`src/rtl/contador_distancia_param.sv`:
```
// Echo-pulse distance counter: pulse width in clock ticks -> BCD distance in cm or inch.
// Optional rounding at end of pulse with CONTADOR_DISTANCIA_ARREDONDAMENTO_EN (default: truncate).
module contador_distancia_param #(
  parameter int DIGITS   = 3,
  parameter int TICKS_CM = 2941,
  parameter int TICKS_IN = 7470,
  parameter int TICK_W   = 13
) (
  input  logic                clock,
  input  logic                reset,
  input  logic                pulso,
  input  logic                unidade,
  output logic [4*DIGITS-1:0] distancia,
  output logic                pronto,
  output logic                ocupado,
  output logic                estouro,
  output logic [2:0]          db_estado
);

  localparam int BCD_W = 4 * DIGITS;
  localparam logic [TICK_W-1:0] LIM_CM = TICK_W'(TICKS_CM - 1);
  localparam logic [TICK_W-1:0] LIM_IN = TICK_W'(TICKS_IN - 1);

  typedef enum logic [2:0] {
    st_inicial = 3'b000,
    st_espera  = 3'b001,
    st_conta   = 3'b010,
    st_final   = 3'b011
  } estado_t;

  estado_t            estado, estado_nx;
  logic               pulso_ant;
  logic               unidade_lat, unidade_nx;
  logic [TICK_W-1:0]  tick, tick_nx;
  logic [BCD_W-1:0]   bcd, bcd_nx;
  logic               ovf, ovf_nx;
  logic [BCD_W-1:0]   dist_nx;
  logic               estouro_nx;

  logic               subida;
  logic               primeiro;
  logic [TICK_W-1:0]  lim;
  logic [TICK_W-1:0]  t_base;
  logic [BCD_W-1:0]   b_base;
  logic               o_base;
  logic               wrap;
  logic               cheio;
  logic [TICK_W-1:0]  step_tick;
  logic [BCD_W-1:0]   step_bcd;
  logic               step_ovf;
  logic [BCD_W-1:0]   res_bcd;
  logic               res_ovf;

  function automatic logic [BCD_W-1:0] bcd_inc(input logic [BCD_W-1:0] v);
    logic [BCD_W-1:0] r;
    logic             carry;
    logic [3:0]       d;
    r     = v;
    carry = 1'b1;
    for (int i = 0; i < DIGITS; i++) begin
      d = v[4*i +: 4];
      if (carry) begin
        if (d == 4'd9) begin
          r[4*i +: 4] = 4'd0;
        end else begin
          r[4*i +: 4] = d + 4'd1;
          carry       = 1'b0;
        end
      end
    end
    return r;
  endfunction

  function automatic logic bcd_max(input logic [BCD_W-1:0] v);
    logic r;
    r = 1'b1;
    for (int i = 0; i < DIGITS; i++) begin
      if (v[4*i +: 4] != 4'd9) r = 1'b0;
    end
    return r;
  endfunction

  assign subida = pulso & ~pulso_ant;

  // The rising-edge cycle is the first counted tick, so a measurement starts
  // from zeroed counters and the live unit select instead of the latched state.
  assign primeiro  = (estado != st_conta);
  assign lim       = (primeiro ? unidade : unidade_lat) ? LIM_IN : LIM_CM;
  assign t_base    = primeiro ? '0 : tick;
  assign b_base    = primeiro ? '0 : bcd;
  assign o_base    = primeiro ? 1'b0 : ovf;
  assign wrap      = (t_base == lim);
  assign cheio     = bcd_max(b_base);
  assign step_tick = wrap ? '0 : t_base + TICK_W'(1);
  assign step_bcd  = (wrap && !cheio) ? bcd_inc(b_base) : b_base;
  assign step_ovf  = o_base | (wrap & cheio);

`ifdef CONTADOR_DISTANCIA_ARREDONDAMENTO_EN
  localparam logic [TICK_W-1:0] HALF_CM = TICK_W'(TICKS_CM / 2);
  localparam logic [TICK_W-1:0] HALF_IN = TICK_W'(TICKS_IN / 2);
  logic [TICK_W-1:0] meio;
  logic              arred;
  assign meio    = unidade_lat ? HALF_IN : HALF_CM;
  assign arred   = (tick >= meio);
  assign res_bcd = (arred && !bcd_max(bcd)) ? bcd_inc(bcd) : bcd;
  assign res_ovf = ovf | (arred & bcd_max(bcd));
`else
  assign res_bcd = bcd;
  assign res_ovf = ovf;
`endif

  always_comb begin
    estado_nx  = estado;
    unidade_nx = unidade_lat;
    tick_nx    = tick;
    bcd_nx     = bcd;
    ovf_nx     = ovf;
    dist_nx    = distancia;
    estouro_nx = estouro;
    case (estado)
      st_inicial: begin
        tick_nx   = '0;
        bcd_nx    = '0;
        ovf_nx    = 1'b0;
        estado_nx = st_espera;
      end
      st_espera: begin
        if (subida) begin
          estado_nx  = st_conta;
          unidade_nx = unidade;
          tick_nx    = step_tick;
          bcd_nx     = step_bcd;
          ovf_nx     = step_ovf;
        end
      end
      st_conta: begin
        if (pulso) begin
          tick_nx = step_tick;
          bcd_nx  = step_bcd;
          ovf_nx  = step_ovf;
        end else begin
          estado_nx  = st_final;
          dist_nx    = res_bcd;
          estouro_nx = res_ovf;
        end
      end
      st_final: begin
        estado_nx = st_espera;
      end
      default: begin
        estado_nx = st_inicial;
      end
    endcase
  end

  // pulso_ant resets high so a level present at reset release is never an edge.
  always_ff @(posedge clock or posedge reset) begin
    if (reset) begin
      estado      <= st_inicial;
      pulso_ant   <= 1'b1;
      unidade_lat <= 1'b0;
      tick        <= '0;
      bcd         <= '0;
      ovf         <= 1'b0;
      distancia   <= '0;
      estouro     <= 1'b0;
    end else begin
      estado      <= estado_nx;
      pulso_ant   <= pulso;
      unidade_lat <= unidade_nx;
      tick        <= tick_nx;
      bcd         <= bcd_nx;
      ovf         <= ovf_nx;
      distancia   <= dist_nx;
      estouro     <= estouro_nx;
    end
  end

  assign pronto    = (estado == st_final);
  assign ocupado   = (estado == st_conta);
  assign db_estado = estado;

endmodule

```
`config.mk`:
```
export PLATFORM = sky130hd
export DESIGN_NAME = contador_distancia_param
export DESIGN_NICKNAME = d
export VERILOG_FILES = /design/src/rtl/contador_distancia_param.sv
export SDC_FILE = /design/constraint.sdc
export NUM_CORES = 1
export LEC_CHECK = 0
export BUFFER_PORTS_ARGS = -buffer_cell sky130_fd_sc_hd__buf_2
export CELL_PAD_IN_SITES_DETAIL_PLACEMENT = 1
export CELL_PAD_IN_SITES_GLOBAL_PLACEMENT = 1
export CORE_MARGIN = 2
export CORE_UTILIZATION = 49
export CTS_CLUSTER_DIAMETER = 200
export DETAILED_ROUTE_END_ITERATION = 8
export GPL_TIMING_DRIVEN = 0
export HOLD_SLACK_MARGIN = 0.06
export PLACE_DENSITY = 0.84
export SLEW_MARGIN = 10
export SYNTH_ARGS = -nofsm -noshare
export SYNTH_HDL_FRONTEND = slang
export SYNTH_SLANG_ARGS = --single-unit
```
`constraint.sdc`:
```
create_clock -name clock -period 4.5 [get_ports clock]
set_input_delay 0.45 -clock clock [delete_from_list [all_inputs] [get_ports clock]]
set_output_delay 0.45 -clock clock [all_outputs]
set_load 0.03 [all_outputs]
```
==> results.json, run 1 <==
{
  "cpPeakStageDelay_ns": 0.66,
  "p_sw_share_pct": 43.1,
  "place.gp.congestion": 0.844,
  "root_buffer": "clkbuf_8",
  "outcome": "finished clean",
  "drc_errors": 0,
  "ff2ff_path_depth": 11,
  "grt_overflow": 0,
  "timing.final.setup_violations": 0,
  "hold_viol": 0,
  "drive_gt1_share_pct": 17.5,
  "initialDrtViolationCount": 138,
  "synth_area_leaders": "dfrtp_1, mux2_2, nand2_1, ha_1, o21ai_0",
  "ys_ff_latch": 43,
  "syn_nets": 270,
  "initial_utilization_pct": 50.9,
  "start_kind": "register",
  "crit_chain": "inv_1, ha_1, buf_2, clkbuf_1, and2_1, ha_1, nand3b_1, a2111oi_0, nand2_1, o311ai_0, o41ai_1",
  "maxCapViolCount": 0,
  "path_clk_slew_ns": 0.08,
  "timing.rr.start": "db_estado[0]",
  "vias": 2064,
  "fillers": 582,
  "crit_start": "db_estado[0]",
  "final_core_util_pct": 57.4,
  "synthArstFlopShare_pct": 100,
  "ios": 22,
  "vias_per_cell": 5.86,
  "synth_top_area_share_pct": 43.7,
  "p_seq_share_pct": 36.5,
  "die_w_um": 74.1,
  "synth-edff-count": 0,
  "grt_max_degree": 35,
  "crit_top_cell": "ha_1",
  "fp.dieArea_mm2": 0.00548,
  "grt_pass1_wl_um": 10700,
  "tightest_slew_ns": 0.671,
  "skew_ns": 0.00516,
  "p_per_area_mw_per_mm2": 442,
  "syn_inst": 256,
  "min_period_over_period_pct": 83.3,
  "maxSlewViolCount": 0,
  "dp_hpwl_um": 4470,
  "grt_usage_pct": 25.2,
  "ys_warn_count": 0,
  "yosys.area_share.simple_pct": 18.9,
  "cts_max_path_buffers": 2,
  "arrival_ns": 3.93,
  "port_buffers": 20,
  "num_rows": 25,
  "holdBufCountCts": 0,
  "max_freq_mhz": 267,
  "wire_per_inst_um": 17.7,
  "synth.distinct_cells": 48,
  "cts_tree": "done",
  "clk_latency_ns": 0.31,
  "coreArea_mm2": 0.00472,
  "critPathKind": "reg -> reg",
  "combPwrFrac_pct": 40.1,
  "first_global_vias": 2203,
  "maxSlewHeadroom_pct": 54.1,
  "antenna_found_initial": 0,
  "diodes": 0,
  "dr.pass1.iters": 6,
  "die_y_um": 74.1,
  "ff2ff_setup_slack_ns": 0.75,
  "avgSynthCellArea_um2": 9.39,
  "synth_top_flop_cell": "dfrtp_1",
  "leakage_nw": 1.26,
  "synthMuxAreaShare_pct": 6.87,
  "cp_slowest_cell": "a2111oi_0",
  "synthXorXnorAreaFrac_pct": 1.46,
  "power.switching_w": 0.000515,
  "vdd.ir_drop.worst_uv": 543,
  "cp-end-kind": "register",
  "synth_compound_area_share_pct": 18.5,
  "ant_nets": 0,
  "synth.cell_area_mm2": 0.00240,
  "critPathRequiredTime_ns": 4.68,
  "cts.sinks": 43,
  "internal_power_w": 0.000681,
  "synth_adder_area_share_pct": 5.20,
  "finalSetupTns_ns": 0,
  "rsz0062_at_grt": "no",
  "yosysMostFrequentCell": "dfrtp_1",
  "r2r-end": "bcd[10]",
  "min_path_type": "in -> async",
  "pwr-share-clk_pct": 23.4,
  "synth_top_family_by_area": "simple AND/OR/NAND/NOR gates",
  "drt-total-wl_um": 6220,
  "min_period_ns": 3.75,
  "critPathMaxFanout": 10,
  "cts_resized": 0,
  "h-tree-depth": 2,
  "syn_to_final_growth_pct": 12.6,
  "yosysSeqAreaShare_pct": 44.8,
  "ys_top_cells_by_count": "dfrtp_1, nand2_1, o21ai_0",
  "fin_nets": 298,
  "yosysTopAreaCell": "dfrtp_1",
  "cts-buffers-inserted": 5,
  "post-cts-setup-buffers": 0
}
## cells by family (layout without fill, tap and decap cells)
kind of cell	Yosys count	count (layout)
and+or+nand+nor	92	92
DFF	43	43
muxes	15	15
xor gates and xnor gates	4	4
buffers and inverters	24	53
adders and majority gates	10	10
AOI/OAI and AO/OA	67	67
other	1	1
## worst max-delay path, delay by kind of cell (launching register included)
kind,cells,cell delay (ns)
AOI/OAI and AO/OA,3,1.15
adders and majority gates,2,0.56
buffers and inverters,3,0.86
DFF,1,0.43
and+or+nand+nor,3,0.63
## power groups by stage
stage / combinational, W / clock [W] / sequential, W
floorplan: 0.000307 / 0 / 0.000457
global placement: 0.000455 / 0 / 0.000443
detailed placement: 0.000474 / 0 / 0.000444
global route: 0.000529 / 0.000293 / 0.000442
finish: 0.000479 / 0.000280 / 0.000437
CTS: 0.000477 / 0.000282 / 0.000436
## layout make-up
type / count / area, µm² / share of cell area [%]
multi-input cells: 189 / 1230 / 45.4
repair buffers: 21 / 120 / 4.43
well taps: 67 / 83.8 / 3.09
clock buffers: 8 / 100 / 3.70
flip-flops and latches: 43 / 1080 / 39.8
plain buffers: 10 / 45.0 / 1.66
inverters: 14 / 52.6 / 1.94
## flip-flops by register name, summed over array words and instances, names as in the netlist
signal	flops
bcd	12
distancia	12
db_estado	2
estouro	1
pulso_ant	1
ovf	1
tick	13
unidade_lat	1
## worst max-delay path by stage
| stage | endpoint | slack (ns) |
|---|---|---|
| after floorplan | bcd[10] | 1.30 |
| after global placement | bcd[10] | 0.97 |
| after detailed placement | bcd[10] | 0.84 |
| after CTS | bcd[10] | 0.78 |
| after global routing | bcd[10] | 0.44 |
| final | bcd[10] | 0.75 |
## stage by stage
step / hold WS [ns] / instance area, µm² / cells / power [W] / setup WS [ns]
after global routing: 0.0815 / 2710 / 352 / 0.00126 / 0.440
after CTS: 0.0637 / 2710 / 352 / 0.00120 / 0.783
after detailed placement: 0.393 / 2610 / 344 / 0.000918 / 0.837
final: 0.0551 / 2710 / 352 / 0.00120 / 0.752
after floorplan: 0.444 / 2400 / 256 / 0.000765 / 1.30
after global placement: 0.457 / 2590 / 343 / 0.000898 / 0.973
## cell usage in the layout (no fill, tap or decap), types with 10 or more instances in the layout
cell,netlist,routed
nor2_1,20,20
ha_1,10,10
dfrtp_1,42,42
mux2_2,12,12
inv_1,14,13
o21ai_0,22,22
a21oi_1,11,11
buf_2,3,23
nand2_1,35,35
## metal layers
layer  GRT usage, %  share of wire [%]  vias to the layer above
met5              0                  0                        -
met4           8.08                1.9                        0
met2           42.4                 50                       35
li1               -                  -                      973
met1           33.4                 45                     1043
met3           4.20                3.0                       13
No activity file was read; power rests on OpenSTA's default activity.
==> run 2: changes to the inputs <==
--- a/config.mk
+++ b/config.mk
@@ -9,12 +9,12 @@
 export CELL_PAD_IN_SITES_DETAIL_PLACEMENT = 1
 export CELL_PAD_IN_SITES_GLOBAL_PLACEMENT = 1
 export CORE_MARGIN = 2
-export CORE_UTILIZATION = 49
+export CORE_UTILIZATION = 46
 export CTS_CLUSTER_DIAMETER = 200
 export DETAILED_ROUTE_END_ITERATION = 8
 export GPL_TIMING_DRIVEN = 0
 export HOLD_SLACK_MARGIN = 0.06
-export PLACE_DENSITY = 0.84
+export PLACE_DENSITY = 0.8
 export SLEW_MARGIN = 10
 export SYNTH_ARGS = -nofsm -noshare
 export SYNTH_HDL_FRONTEND = slang
==> constraint.sdc (replaced) <==
create_clock -name clock -period 3.5 [get_ports clock]
set_input_delay 0.35 -clock clock [delete_from_list [all_inputs] [get_ports clock]]
set_output_delay 0.35 -clock clock [all_outputs]
set_load 0.03 [all_outputs]
==> run 2 against run 1 <==
  * Clock-buffer cell count decreased by 1
  * Via count about the same
  * Combinational power increased by 28%
  * Setup slack got worse by 0.49 ns
  * Global-route usage decreased by 2.7 points
  * Non-clock buffer count increased by 1
  * First-iteration DRC count decreased by 8.7%
  * Hold slack improved by 0.13 ns
  * Critical path type unchanged
  * Critical endpoint unchanged
==> results.json, run 2 (synthesized netlist as in run 1, its figures left out) <==
{
  "placed_cell_area_mm2": 0.00261,
  "min_period_ns": 3.23,
  "tightest_slew_ns": 0.536,
  "drc_errors": 0,
  "initialDrtViolationCount": 126,
  "largest_reg_flops": 13,
  "final_cell_area_mm2": 0.00271,
  "fp.dieArea_mm2": 0.00582,
  "cts_tree": "done",
  "port_buffers": 20,
  "setup_slack_ns": 0.267,
  "dp_hpwl_um": 4390,
  "h-tree-depth": 2,
  "timing.final.setup_violations": 0,
  "grt_usage_pct": 22.5,
  "antenna_found_initial": 0,
  "wire_per_inst_um": 16.9,
  "vdd.ir_drop.worst_uv": 534,
  "grt_max_degree": 35,
  "grt_pass1_wl_um": 10500,
  "cts.sinks": 43,
  "dr.pass1.iters": 4,
  "hold_viol": 0,
  "arrival_ns": 3.40,
  "cts_max_path_buffers": 2,
  "maxCapViolCount": 0,
  "ant_nets": 0,
  "min_path_type": "in -> reg",
  "critPathKind": "reg -> reg",
  "place.gp.congestion": 0.804,
  "diodes": 0,
  "path_clk_slew_ns": 0.08,
  "fillers": 637,
  "fin_nets": 299,
  "vias": 2065,
  "critPathRequiredTime_ns": 3.67,
  "layout_common_cells": "dfrtp_1, nand2_1, buf_2, o21ai_0, nor2_1",
  "fin_total_pwr_w": 0.00148,
  "cts-buffers-inserted": 5,
  "final_common_cell": "dfrtp_1",
  "whs_path_depth": 1,
  "vias_per_cell": 5.80,
  "cp_slowest_cell": "dfrtp_1",
  "skew_ns": 0.00567,
  "maxSlewViolCount": 0,
  "grt_overflow": 0,
  "first_global_vias": 2158,
  "min_to": "pulso_ant",
  "initial_utilization_pct": 47.4,
  "cp-end-kind": "register",
  "p_per_area_mw_per_mm2": 547,
  "hp-start": "pulso",
  "ios": 22,
  "dp_slack_ns": -0.0497,
  "clk_latency_ns": 0.30,
  "die_w_um": 76.3,
  "path_delay_family": "compound AO/OA/AOI/OAI gates",
  "start_kind": "register",
  "die_y_um": 76.3,
  "critPathMaxFanout": 10,
  "crit_chain": "inv_1, ha_1, buf_2, clkbuf_2, and2_1, ha_1, nand3b_1, a2111oi_2, nand2_1, o311ai_0, o41ai_1",
  "r2r-end": "bcd[10]",
  "drt-total-wl_um": 6010,
  "drive_gt1_share_pct": 17.8,
  "maxSlewHeadroom_pct": 64.2,
  "min_period_over_period_pct": 92.4,
  "placedCellCount": 347,
  "hold_ws_ns": 0.190,
  "top_regs": "tick: 13 flops, bcd: 12 flops, distancia: 12 flops",
  "largest_register": "tick",
  "worst-path-buf-inv": 3,
  "crit_top_cell": "ha_1",
  "num_rows": 26,
  "rsz0062_at_grt": "no",
  "max_freq_mhz": 309,
  "post-cts-setup-buffers": 0,
  "coreArea_mm2": 0.00507,
  "leakage_nw": 1.26,
  "cpPeakStageDelay_ns": 0.43,
  "outcome": "finished clean",
  "final_cells": 356,
  "root_buffer": "clkbuf_8",
  "syn_to_final_growth_pct": 12.7,
  "ff2ff_setup_slack_ns": 0.27,
  "timing.rr.start": "db_estado[0]",
  "ff2ff_path_depth": 11
}
-- run 2: worst reg2reg max path, delay by kind of cell (launching register included) --
kind	cells	cell delay, ns
flops	1	0.43
simple gates	3	0.56
compound gates	3	0.88
buf+inv	3	0.70
fa+ha+maj	2	0.54
-- run 2: cell type report --
cell class / instances / area [µm²] / area share (%)
clock inverter: 1 / 5.00 / 0.185
sequential: 43 / 1080 / 39.7
tap: 70 / 87.6 / 3.23
clock buffer: 7 / 76.3 / 2.81
inverter: 14 / 52.6 / 1.94
buffer: 10 / 46.3 / 1.71
multi-input combinational: 189 / 1240 / 45.6
timing repair buffer: 22 / 130 / 4.80
-- run 2: what timing repair did --
| item | 4_1_cts | 5_1_grt |
|---|---|---|
| endpoints found under the setup margin | 1 | 1 |
| resized for setup | 2 | 1 |
| hold buffers | 1 | 0 |
| hold endpoints to repair | 8 | 0 |
-- run 2: worst max-delay path by stage --
stage	startpoint	end	slack [ns]	depth (start not counted)
3_5_place_dp	db_estado[0]	bcd[10]	-0.05	11
4_1_cts	db_estado[0]	bcd[10]	0.16	11
5_1_grt	db_estado[0]	bcd[10]	0.02	11
3_3_place_gp	db_estado[0]	bcd[10]	-0.06	11
6_report	db_estado[0]	bcd[10]	0.27	11
2_1_floorplan	db_estado[0]	bcd[10]	0.30	13
-- run 2: layer usage --
| layer | share of wire (%) | wire length (µm) | vias up | GRT usage [%] |
|---|---|---|---|---|
| met1 | 45 | 2730 | 1040 | 29.7 |
| met3 | 3.5 | 213 | 8 | 4.15 |
| met4 | 1.3 | 76 | 0 | 6.55 |
| li1 | - | - | 979 | - |
| met2 | 50 | 2990 | 38 | 38.1 |
| met5 | 0 | 0 | - | 0 |
-- run 2: stage by stage --
step | util, % | setup TNS, ns
finish | 53.4 | 0
global placement | 51.1 | -0.0622
floorplan | - | 0
global route | 53.4 | 0
CTS | 53.3 | 0
detailed placement | 51.5 | -0.0497
-- run 2: power breakdown --
| group | total, W | switching [W] | internal, W |
|---|---|---|---|
| sequential | 0.000563 | 0.0000356 | 0.000527 |
| combinational | 0.000613 | 0.000444 | 0.000170 |
| clock | 0.000308 | 0.000168 | 0.000140 |
